$ cat config.mk
export PLATFORM = sky130hd
export DESIGN_NAME = e203_exu_wbck_sched_flat
export DESIGN_NICKNAME = d
export VERILOG_FILES = /design/src/rtl/e203_exu_wbck_sched_if.sv /design/src/rtl/e203_exu_wbck_sched.sv /design/src/flat_wrapper.sv
export SDC_FILE = /design/constraint.sdc
export NUM_CORES = 1
export LEC_CHECK = 0
export ABC_CLOCK_PERIOD_IN_PS = 2700
export BUFFER_PORTS_ARGS = -buffer_cell sky130_fd_sc_hd__buf_2
export CAP_MARGIN = 20
export CORE_UTILIZATION = 25
export DETAILED_ROUTE_END_ITERATION = 8
export PLACE_DENSITY_LB_ADDON = 0.25
export SLEW_MARGIN = 15
export SYNTH_ARGS = -nofsm -noshare
export SYNTH_HDL_FRONTEND = slang
export SYNTH_SLANG_ARGS = --single-unit
export TNS_END_PERCENT = 1
$ cat constraint.sdc
create_clock -name clk -period 2.7 [get_ports clk]
set_input_delay 0.27 -clock clk [delete_from_list [all_inputs] [get_ports clk]]
set_output_delay 0.27 -clock clk [all_outputs]
set_load 0.01 [all_outputs]
$ cat src/rtl/e203_exu_wbck_sched_if.sv
// Write-back scheduler signal bundle: ALU and long-pipe requests, OITF retire
// handshake and the shared regfile write port.
interface e203_exu_wbck_sched_if #(
    parameter int XLEN    = 32,
    parameter int RFIDX_W = 5,
    parameter int ITAG_W  = 2
);
    logic                alu_wbck_i_valid;
    logic                alu_wbck_i_ready;
    logic [XLEN-1:0]     alu_wbck_i_wdat;
    logic [RFIDX_W-1:0]  alu_wbck_i_rdidx;
    logic                alu_wbck_i_itag_vld;
    logic [ITAG_W-1:0]   alu_wbck_i_itag;
    logic                alu_wbck_i_csr;

    logic                longp_wbck_i_valid;
    logic                longp_wbck_i_ready;
    logic [XLEN-1:0]     longp_wbck_i_wdat;
    logic [RFIDX_W-1:0]  longp_wbck_i_rdidx;
    logic [ITAG_W-1:0]   longp_wbck_i_itag;

    logic                oitf_empty;
    logic [ITAG_W-1:0]   oitf_ret_ptr;
    logic                oitf_ret_ena;

    logic                rf_wbck_o_valid;
    logic                rf_wbck_o_ready;
    logic [XLEN-1:0]     rf_wbck_o_wdat;
    logic [RFIDX_W-1:0]  rf_wbck_o_rdidx;
    logic                wbck_busy;

    modport master (
        output alu_wbck_i_valid, alu_wbck_i_wdat, alu_wbck_i_rdidx,
               alu_wbck_i_itag_vld, alu_wbck_i_itag, alu_wbck_i_csr,
        input  alu_wbck_i_ready,
        output longp_wbck_i_valid, longp_wbck_i_wdat, longp_wbck_i_rdidx,
               longp_wbck_i_itag,
        input  longp_wbck_i_ready,
        output oitf_empty, oitf_ret_ptr,
        input  oitf_ret_ena,
        input  rf_wbck_o_valid, rf_wbck_o_wdat, rf_wbck_o_rdidx, wbck_busy,
        output rf_wbck_o_ready
    );

    modport slave (
        input  alu_wbck_i_valid, alu_wbck_i_wdat, alu_wbck_i_rdidx,
               alu_wbck_i_itag_vld, alu_wbck_i_itag, alu_wbck_i_csr,
        output alu_wbck_i_ready,
        input  longp_wbck_i_valid, longp_wbck_i_wdat, longp_wbck_i_rdidx,
               longp_wbck_i_itag,
        output longp_wbck_i_ready,
        input  oitf_empty, oitf_ret_ptr,
        output oitf_ret_ena,
        output rf_wbck_o_valid, rf_wbck_o_wdat, rf_wbck_o_rdidx, wbck_busy,
        input  rf_wbck_o_ready
    );
endinterface

$ cat src/rtl/e203_exu_wbck_sched.sv
// Shares the single regfile write port between ALU and long-pipe write-back,
// honouring OITF order, ALU priority and a long-pipe anti-starvation counter.
module e203_exu_wbck_sched #(
    parameter int XLEN       = 32,
    parameter int RFIDX_W    = 5,
    parameter int STARVE_MAX = 4
) (
    input  logic                    clk,
    input  logic                    rst,
    e203_exu_wbck_sched_if.slave    wb
);
    localparam logic [3:0] LP_STARVE_MAX = 4'(STARVE_MAX);

    typedef enum logic {
        ST_EMPTY = 1'b0,
        ST_FULL  = 1'b1
    } state_e;

    state_e               r_state;
    logic [3:0]           r_starve_cnt;
    logic [XLEN-1:0]      r_wdat;
    logic [RFIDX_W-1:0]   r_rdidx;

    logic w_alu_elig;
    logic w_longp_elig;
    logic w_can_load;
    logic w_force;
    logic w_grant_longp;
    logic w_grant_alu;
    logic w_grant_any;

    // Eligibility and arbitration; grants are suppressed while in reset
    always_comb begin
        w_alu_elig    = wb.alu_wbck_i_valid &
                        (~wb.alu_wbck_i_itag_vld |
                         (~wb.oitf_empty & (wb.alu_wbck_i_itag == wb.oitf_ret_ptr)));
        w_longp_elig  = wb.longp_wbck_i_valid & ~wb.oitf_empty &
                        (wb.longp_wbck_i_itag == wb.oitf_ret_ptr);
        w_can_load    = (r_state == ST_EMPTY) | wb.rf_wbck_o_ready;
        w_force       = w_longp_elig & (r_starve_cnt >= LP_STARVE_MAX);
        w_grant_longp = ~rst & w_can_load & w_longp_elig & (w_force | ~w_alu_elig);
        w_grant_alu   = ~rst & w_can_load & w_alu_elig & ~w_grant_longp;
        w_grant_any   = w_grant_longp | w_grant_alu;
    end

    // Output stage FSM, write-port data registers and starvation counter
    always_ff @(posedge clk) begin
        if (rst) begin
            r_state      <= ST_EMPTY;
            r_starve_cnt <= 4'd0;
            r_wdat       <= {XLEN{1'b0}};
            r_rdidx      <= {RFIDX_W{1'b0}};
        end else begin
            case (r_state)
                ST_EMPTY: r_state <= w_grant_any ? ST_FULL : ST_EMPTY;
                // A grant while draining reloads in place, giving zero-bubble back-to-back writes
                ST_FULL:  r_state <= (wb.rf_wbck_o_ready & ~w_grant_any) ? ST_EMPTY : ST_FULL;
                default:  r_state <= ST_EMPTY;
            endcase

            if (w_grant_longp) begin
                r_wdat  <= wb.longp_wbck_i_wdat;
                r_rdidx <= wb.longp_wbck_i_rdidx;
            end else if (w_grant_alu) begin
                r_wdat  <= wb.alu_wbck_i_wdat;
                r_rdidx <= wb.alu_wbck_i_rdidx;
            end else begin
                r_wdat  <= r_wdat;
                r_rdidx <= r_rdidx;
            end

            // Counts lost cycles even when the output stage is stalled
            if (w_grant_longp | ~w_longp_elig) begin
                r_starve_cnt <= 4'd0;
            end else if (r_starve_cnt != 4'hF) begin
                r_starve_cnt <= r_starve_cnt + 4'd1;
            end else begin
                r_starve_cnt <= r_starve_cnt;
            end
        end
    end

    assign wb.alu_wbck_i_ready   = w_grant_alu;
    assign wb.longp_wbck_i_ready = w_grant_longp;
    // Retire fires at acceptance; CSR ops and untracked ALU ops do not retire
    assign wb.oitf_ret_ena       = w_grant_longp |
                                   (w_grant_alu & wb.alu_wbck_i_itag_vld & ~wb.alu_wbck_i_csr);
    assign wb.rf_wbck_o_valid    = (r_state == ST_FULL);
    assign wb.wbck_busy          = (r_state == ST_FULL);
    assign wb.rf_wbck_o_wdat     = r_wdat;
    assign wb.rf_wbck_o_rdidx    = r_rdidx;
endmodule

$ cat src/flat_wrapper.sv
// flat-port wrapper written by rule: the top's interface ports become plain ports
module e203_exu_wbck_sched_flat 
#(
    parameter int XLEN       = 32,
    parameter int RFIDX_W    = 5,
    parameter int STARVE_MAX = 4
)
  (clk, rst, wb_alu_wbck_i_valid, wb_alu_wbck_i_wdat, wb_alu_wbck_i_rdidx, wb_alu_wbck_i_itag_vld, wb_alu_wbck_i_itag, wb_alu_wbck_i_csr, wb_alu_wbck_i_ready, wb_longp_wbck_i_valid, wb_longp_wbck_i_wdat, wb_longp_wbck_i_rdidx, wb_longp_wbck_i_itag, wb_longp_wbck_i_ready, wb_oitf_empty, wb_oitf_ret_ptr, wb_oitf_ret_ena, wb_rf_wbck_o_valid, wb_rf_wbck_o_wdat, wb_rf_wbck_o_rdidx, wb_wbck_busy, wb_rf_wbck_o_ready);
  e203_exu_wbck_sched_if #(.XLEN(XLEN), .RFIDX_W(RFIDX_W), .ITAG_W(2)) wb_i ();
  input  logic clk;
  input  logic rst;
  input wire logic [$bits(wb_i.alu_wbck_i_valid)-1:0] wb_alu_wbck_i_valid;
  input wire logic [$bits(wb_i.alu_wbck_i_wdat)-1:0] wb_alu_wbck_i_wdat;
  input wire logic [$bits(wb_i.alu_wbck_i_rdidx)-1:0] wb_alu_wbck_i_rdidx;
  input wire logic [$bits(wb_i.alu_wbck_i_itag_vld)-1:0] wb_alu_wbck_i_itag_vld;
  input wire logic [$bits(wb_i.alu_wbck_i_itag)-1:0] wb_alu_wbck_i_itag;
  input wire logic [$bits(wb_i.alu_wbck_i_csr)-1:0] wb_alu_wbck_i_csr;
  output wire logic [$bits(wb_i.alu_wbck_i_ready)-1:0] wb_alu_wbck_i_ready;
  input wire logic [$bits(wb_i.longp_wbck_i_valid)-1:0] wb_longp_wbck_i_valid;
  input wire logic [$bits(wb_i.longp_wbck_i_wdat)-1:0] wb_longp_wbck_i_wdat;
  input wire logic [$bits(wb_i.longp_wbck_i_rdidx)-1:0] wb_longp_wbck_i_rdidx;
  input wire logic [$bits(wb_i.longp_wbck_i_itag)-1:0] wb_longp_wbck_i_itag;
  output wire logic [$bits(wb_i.longp_wbck_i_ready)-1:0] wb_longp_wbck_i_ready;
  input wire logic [$bits(wb_i.oitf_empty)-1:0] wb_oitf_empty;
  input wire logic [$bits(wb_i.oitf_ret_ptr)-1:0] wb_oitf_ret_ptr;
  output wire logic [$bits(wb_i.oitf_ret_ena)-1:0] wb_oitf_ret_ena;
  output wire logic [$bits(wb_i.rf_wbck_o_valid)-1:0] wb_rf_wbck_o_valid;
  output wire logic [$bits(wb_i.rf_wbck_o_wdat)-1:0] wb_rf_wbck_o_wdat;
  output wire logic [$bits(wb_i.rf_wbck_o_rdidx)-1:0] wb_rf_wbck_o_rdidx;
  output wire logic [$bits(wb_i.wbck_busy)-1:0] wb_wbck_busy;
  input wire logic [$bits(wb_i.rf_wbck_o_ready)-1:0] wb_rf_wbck_o_ready;
  assign wb_i.alu_wbck_i_valid = wb_alu_wbck_i_valid;
  assign wb_i.alu_wbck_i_wdat = wb_alu_wbck_i_wdat;
  assign wb_i.alu_wbck_i_rdidx = wb_alu_wbck_i_rdidx;
  assign wb_i.alu_wbck_i_itag_vld = wb_alu_wbck_i_itag_vld;
  assign wb_i.alu_wbck_i_itag = wb_alu_wbck_i_itag;
  assign wb_i.alu_wbck_i_csr = wb_alu_wbck_i_csr;
  assign wb_alu_wbck_i_ready = wb_i.alu_wbck_i_ready;
  assign wb_i.longp_wbck_i_valid = wb_longp_wbck_i_valid;
  assign wb_i.longp_wbck_i_wdat = wb_longp_wbck_i_wdat;
  assign wb_i.longp_wbck_i_rdidx = wb_longp_wbck_i_rdidx;
  assign wb_i.longp_wbck_i_itag = wb_longp_wbck_i_itag;
  assign wb_longp_wbck_i_ready = wb_i.longp_wbck_i_ready;
  assign wb_i.oitf_empty = wb_oitf_empty;
  assign wb_i.oitf_ret_ptr = wb_oitf_ret_ptr;
  assign wb_oitf_ret_ena = wb_i.oitf_ret_ena;
  assign wb_rf_wbck_o_valid = wb_i.rf_wbck_o_valid;
  assign wb_rf_wbck_o_wdat = wb_i.rf_wbck_o_wdat;
  assign wb_rf_wbck_o_rdidx = wb_i.rf_wbck_o_rdidx;
  assign wb_wbck_busy = wb_i.wbck_busy;
  assign wb_i.rf_wbck_o_ready = wb_rf_wbck_o_ready;
  e203_exu_wbck_sched #(.XLEN(XLEN), .RFIDX_W(RFIDX_W), .STARVE_MAX(STARVE_MAX)) u_core (.clk(clk), .rst(rst), .wb(wb_i));
endmodule
* Word level (Yosys, flattened, before mapping)
Index checks and enable logic that the tools add are counted.
Storage, ports and cells: bits in registers 42, bits of input ports 88, output and inout bits 42, word-level logic and storage cells 46
Cells by class: add/sub/neg operators 1, order comparisons 1, equality and inequality tests 3, mux-type cells 7, bitwise operators 28, reductions and logical operators 2
Operators with widths (number):
- $mux 32 | 2
- $and 1x1->1 | 13
- $mux 5 | 2
- $not 1->1 | 9
- $or 1x1->1 | 6
- $add 4x1->4 const B | 1
- $eq 2x2->1 | 2
- $ge 4x3->1 const B | 1
- $ne 4x4->1 const B | 1
- $mux 1 | 2
- $pmux 1 s2 | 1
- $reduce_bool 2->1 | 1
- $reduce_or 2->1 | 1

* Logic depth before layout (Yosys ltp)
depth in word-level cells 14, gate-level depth with buffers 6, gate-level depth less buffers 4

* Worst setup path before layout
Ideal clock, no wire load.
path kind in2out, start point input wb_oitf_empty, end point output wb_oitf_ret_ena, arrival 1.840 ns, required time 2.430 ns, setup slack 0.590 ns, stages 6, buffers on the path 2, path through or3b_4 > or4_4 > buf_6 > buf_6 > a21oi_2 > a21o_1
Between the ends: longest elaborated chain between the ends 12, elaborated cells between the ends (all ways) 17, those cells by class bitwise (17)
RTL lines:
- from (decl) | line flat_wrapper.sv:24 | input wire logic [$bits(wb_i.oitf_empty)-1:0] wb_oitf_empty;
- $not 1->1 * | line e203_exu_wbck_sched.sv:36, e203_exu_wbck_sched.sv:37
- $and 1x1->1 | line e203_exu_wbck_sched.sv:36 | (~wb.oitf_empty & (wb.alu_wbck_i_itag == wb.oitf_ret_ptr)));
- $or 1x1->1 | line e203_exu_wbck_sched.sv:35 | (~wb.alu_wbck_i_itag_vld |
- $and 1x1->1 | line e203_exu_wbck_sched.sv:34 | w_alu_elig = wb.alu_wbck_i_valid &
- $not 1->1 | line e203_exu_wbck_sched.sv:41 | w_grant_longp = ~rst & w_can_load & w_longp_elig & (w_force | ~w_alu_elig);
- $or 1x1->1 | line e203_exu_wbck_sched.sv:41
- $and 1x1->1 * | line e203_exu_wbck_sched.sv:41
- named net wb_longp_wbck_i_ready | line flat_wrapper.sv:23 | output wire logic [$bits(wb_i.longp_wbck_i_ready)-1:0] wb_longp_wbck_i_ready;
- $not 1->1 | line e203_exu_wbck_sched.sv:42 | w_grant_alu = ~rst & w_can_load & w_alu_elig & ~w_grant_longp;
- $and 1x1->1 | line e203_exu_wbck_sched.sv:42
- $and 1x1->1 (2 in series) | line e203_exu_wbck_sched.sv:87 | (w_grant_alu & wb.alu_wbck_i_itag_vld & ~wb.alu_wbck_i_csr);
- $or 1x1->1 * | line e203_exu_wbck_sched.sv:86 | assign wb.oitf_ret_ena = w_grant_longp |
- to (decl) | line flat_wrapper.sv:26 | output wire logic [$bits(wb_i.oitf_ret_ena)-1:0] wb_oitf_ret_ena;
Mark *: on every way through the listed nets, which the timed path passes. The rest lies on a longest branch.

* Worst setup path in the final report
start point input wb_oitf_empty, end point output wb_oitf_ret_ena
Between the ends: longest elaborated chain between the ends 12, elaborated cells between the ends (all ways) 17, those cells by class bitwise (17)
RTL lines (line):
- $not 1->1 * | e203_exu_wbck_sched.sv:36, e203_exu_wbck_sched.sv:37
- $and 1x1->1 | e203_exu_wbck_sched.sv:36
- $or 1x1->1 | e203_exu_wbck_sched.sv:35
- $and 1x1->1 | e203_exu_wbck_sched.sv:34
- $not 1->1 | e203_exu_wbck_sched.sv:41
- $or 1x1->1 | e203_exu_wbck_sched.sv:41
- $and 1x1->1 | e203_exu_wbck_sched.sv:41
- $not 1->1 | e203_exu_wbck_sched.sv:42
- $and 1x1->1 | e203_exu_wbck_sched.sv:42
- $and 1x1->1 (2 in series) | e203_exu_wbck_sched.sv:87
- $or 1x1->1 * | e203_exu_wbck_sched.sv:86
Mark *: on every way between the ends. The rest lies on a longest branch, timed or not.

==> results.py <==
metrics = {
    "floorplan": {
        "fp-row-count": 35,
        "io_pins": 130,
        "start_util": 0.2625,
        "die_w_um": 101.2,
        "dieArea_sq_um": 10240,
        "fp.dieH_um": 101.2,
        "core-area_sq_um": 9371,
    },
    "placement": {
        "dp.cells": 499,
        "place.gp.congestion": 0.7092,
        "portBuffers": 129,
        "dp_hpwl_um": 5319,
    },
    "routing": {
        "via_per_inst": 4.929,
        "drc": 0,
        "wl_per_cell_um": 15.63,
        "num_vias": 2499,
        "dr.first_iter.drc_count": 51,
        "antenna_left": 0,
        "totalWireLength_um": 7924,
        "drtPass1Iterations": 4,
    },
    "final_layout": {
        "area_growth_pct": 33.67,
        "fin_cells": 507,
        "antenna_cells": 0,
        "drive_above_1_share": 0.4709,
        "finalNetCount": 466,
    },
    "timing": {
        "post-route-min-period_ns": 2.273,
        "clock_skew_ns": 0.008171,
        "hold_viol_final": 0,
        "worst_slew_pin_slew_ns": 0.6772,
        "max_freq_mhz": 439.9,
        "finalCritPeriodShare": 0.8420,
        "setup_viol": 0,
        "final.setup.tns_ns": 0,
        "grt_setup_unrepaired": "false",
        "slew-limit-headroom": 0.5470,
        "drv_slew": 0,
    },
    "clock_tree": {
        "h-tree-depth": 2,
        "cts-root-buf": "clkbuf_8",
        "ctsLongestPathBuffers": 2,
        "postCtsSetupBuffers": 0,
        "clkTransAtPathRegs_ns": 0.09,
        "clock_latency_ns": 0.29,
        "hold_buffers": 0,
        "cts_resized": 0,
        "cts_buffers": 5,
        "cts_tree": "yes",
        "clock-sinks": 42,
    },
    "global_routing": {
        "grt_pass1_wl_um": 12360,
        "grt_overflow": 0,
        "use_met3": 0.02899,
        "grtUsageTotal": 0.1544,
        "grt_use_met1": 0.1992,
        "grt_max_degree": 40,
        "antenna_found_initial": 0,
        "grtUsageMet2": 0.2664,
        "grt_pass1_vias": 2504,
        "grt.busiest_layer": "met2",
    },
    "critical_path": {
        "path_max_fanout": 24,
        "critPathKind": "input port to primary output",
        "cp_num_buf_inv": 2,
        "crit_slowest_cell": "or4_4",
        "critPathTopFamily": "simple AND/OR/NAND/NOR gates",
        "startpoint_type": "input port",
        "cp_common_cell": "buf_2",
        "crit_required_ns": 2.43,
        "path_cells": "buf_2, or3b_4, or4_4, a21oi_2, a21o_1, buf_2",
        "endpoint_kind": "primary output",
        "cp_data_arrival_time_ns": 2.00,
        "regToRegSetupSlack_ns": 0.71,
        "cpPeakStageDelay_ns": 0.72,
    },
    "synthesis": {
        "seq_area_frac_synth": 0.3418,
        "yosys_warnings": 0,
        "syn_nets": 351,
        "yosysUniqueCellTypes": 36,
        "netlist_area_sq_um": 2460,
        "yosys_register_bits": 42,
        "postSynthAreaPerCell_sq_um": 9.389,
        "synth_cells": 262,
    },
    "outcome": {
        "outcome": "completed",
    },
    "flow_run": {
        "cap_violations": 0,
    },
    "power_and_ir_drop": {
        "p_leak_uw": 0.001248,
        "ir_worst_vdd_uv": 191.8,
        "p_per_area_nw_per_um2": 445.6,
        "total_power_uw": 1465,
    },
    "min_path": {
        "min_path_type": "input port to register",
    },
}
## layout by cell type, fill, tap and decap left out, types with 2 or more instances in the layout
| cell | count |
|---|---|
| a211oi_2 | 10 |
| nor4_1 | 38 |
| xor2_1 | 4 |
| o31ai_4 | 2 |
| nand3_1 | 3 |
| a2111oi_1 | 17 |
| buf_4 | 11 |
| a2111oi_0 | 8 |
| inv_1 | 39 |
| a2111oi_2 | 13 |
| nor3_1 | 7 |
| nand2b_1 | 2 |
| dfxtp_1 | 42 |
| a211oi_1 | 27 |
| clkbuf_8 | 6 |
| buf_2 | 129 |
## power by group
group / switching (uW) / leakage [uW] / internal (uW) / total [uW]
sequential: 21.4 / 0.000344 / 662 / 683
combinational: 203 / 0.000855 / 144 / 347
clock: 228 / 0.0000482 / 207 / 435
## sequential cells by signal, indices dropped and copies added, names as in the netlist
signal                     cells
u_core.r_starve_cnt            4
u_core.wb.rf_wbck_o_rdidx      5
u_core.wb.rf_wbck_o_valid      1
u_core.wb.rf_wbck_o_wdat      32
## Yosys cell counts
master     count  share of area
a21oi_2        1         0.0036
nor3_1         7          0.014
buf_6          6          0.027
xnor2_1        1         0.0036
a31oi_1        1         0.0025
a211oi_2      10          0.051
ha_1           1         0.0051
o31ai_4        1         0.0086
or4_4          1         0.0046
nor2b_1        1         0.0025
nand2_1        1         0.0015
or3b_4         1         0.0046
a21oi_1        1         0.0020
a21o_1         1         0.0031
or3_1          1         0.0025
xor2_1         4          0.014
buf_2          6          0.012
o311ai_4       1          0.011
nand2b_1       2         0.0051
a2111oi_1     17          0.069
o31ai_1        1         0.0031
o21ai_0        1         0.0020
nor4_2         1         0.0051
nor4_1        38          0.097
dfxtp_1       42           0.34
clkbuf_1      18          0.027
buf_4          2         0.0061
a211oi_1      27          0.082
a211o_1        1         0.0036
inv_1         39          0.060
a2111oi_0      8          0.028
mux2i_1        1         0.0041
a2111oi_2     13          0.079
nor3b_1        1         0.0031
nand3_1        3         0.0061
o21a_1         1         0.0031
## metal layers
metal | part of all wire | vias up
met5 | 0 | -
met4 | 0.0050 | 0
met3 | 0.052 | 4
met2 | 0.47 | 78
met1 | 0.47 | 1159
li1 | - | 1258
## stage by stage
stage / setup slack, ns / instance area (sq um) / utilization / hold slack [ns]
after floorplan: 0.5900 / 2460 / - / 0.4318
after global placement: 0.3713 / 3197 / 0.3411 / 0.4477
after detailed placement: 0.3595 / 3197 / 0.3411 / 0.4496
after CTS: 0.4255 / 3288 / 0.3509 / 0.2659
after global routing: 0.3677 / 3288 / 0.3509 / 0.2695
final: 0.4267 / 3288 / 0.3509 / 0.2770
## path summary, 6_finish.rpt
path              cells past startpoint                                      start                                   endpoint
setup / recovery                      6                              wb_oitf_empty                            wb_oitf_ret_ena
hold / removal                        3                        wb_alu_wbck_i_valid       u_core.wb.rf_wbck_o_valid$_SDFF_PP0_
setup reg to reg                      5       u_core.wb.rf_wbck_o_valid$_SDFF_PP0_   u_core.wb.rf_wbck_o_wdat[0]$_SDFFE_PP0P_
hold reg to reg                       2  u_core.wb.rf_wbck_o_wdat[21]$_SDFFE_PP0P_  u_core.wb.rf_wbck_o_wdat[21]$_SDFFE_PP0P_
## final cells by class
type | instances | area, sq um
clock buffers | 7 | 86.33
clock inverters | 1 | 5.005
fillers | 1027 | 6083
inverters | 39 | 146.4
multi-input cells | 149 | 1320
flip-flops and latches | 42 | 840.8
well taps | 129 | 161.4
repair buffers | 140 | 728.2
## logic make-up (layout without fill, tap and decap cells)
family,after synthesis,count (layout),share of synthesized area
AOI/OAI and AO/OA,85,85,0.3525
buffers and inverters,71,187,0.1328
and+or+nand+nor,57,57,0.1460
DFF,42,42,0.3418
xor gates and xnor gates,5,5,0.01780
adders and majority gates,1,1,0.005086
muxes,1,1,0.004069
## worst min-delay path: cells and delay by family
kind                   cells  cell delay (ns)
AO/OA/AOI/OAI              1             0.07
AND/OR/NAND/NOR            1             0.05
buffers and inverters      1             0.12
Note: power is estimated with default switching activity, not from simulation.
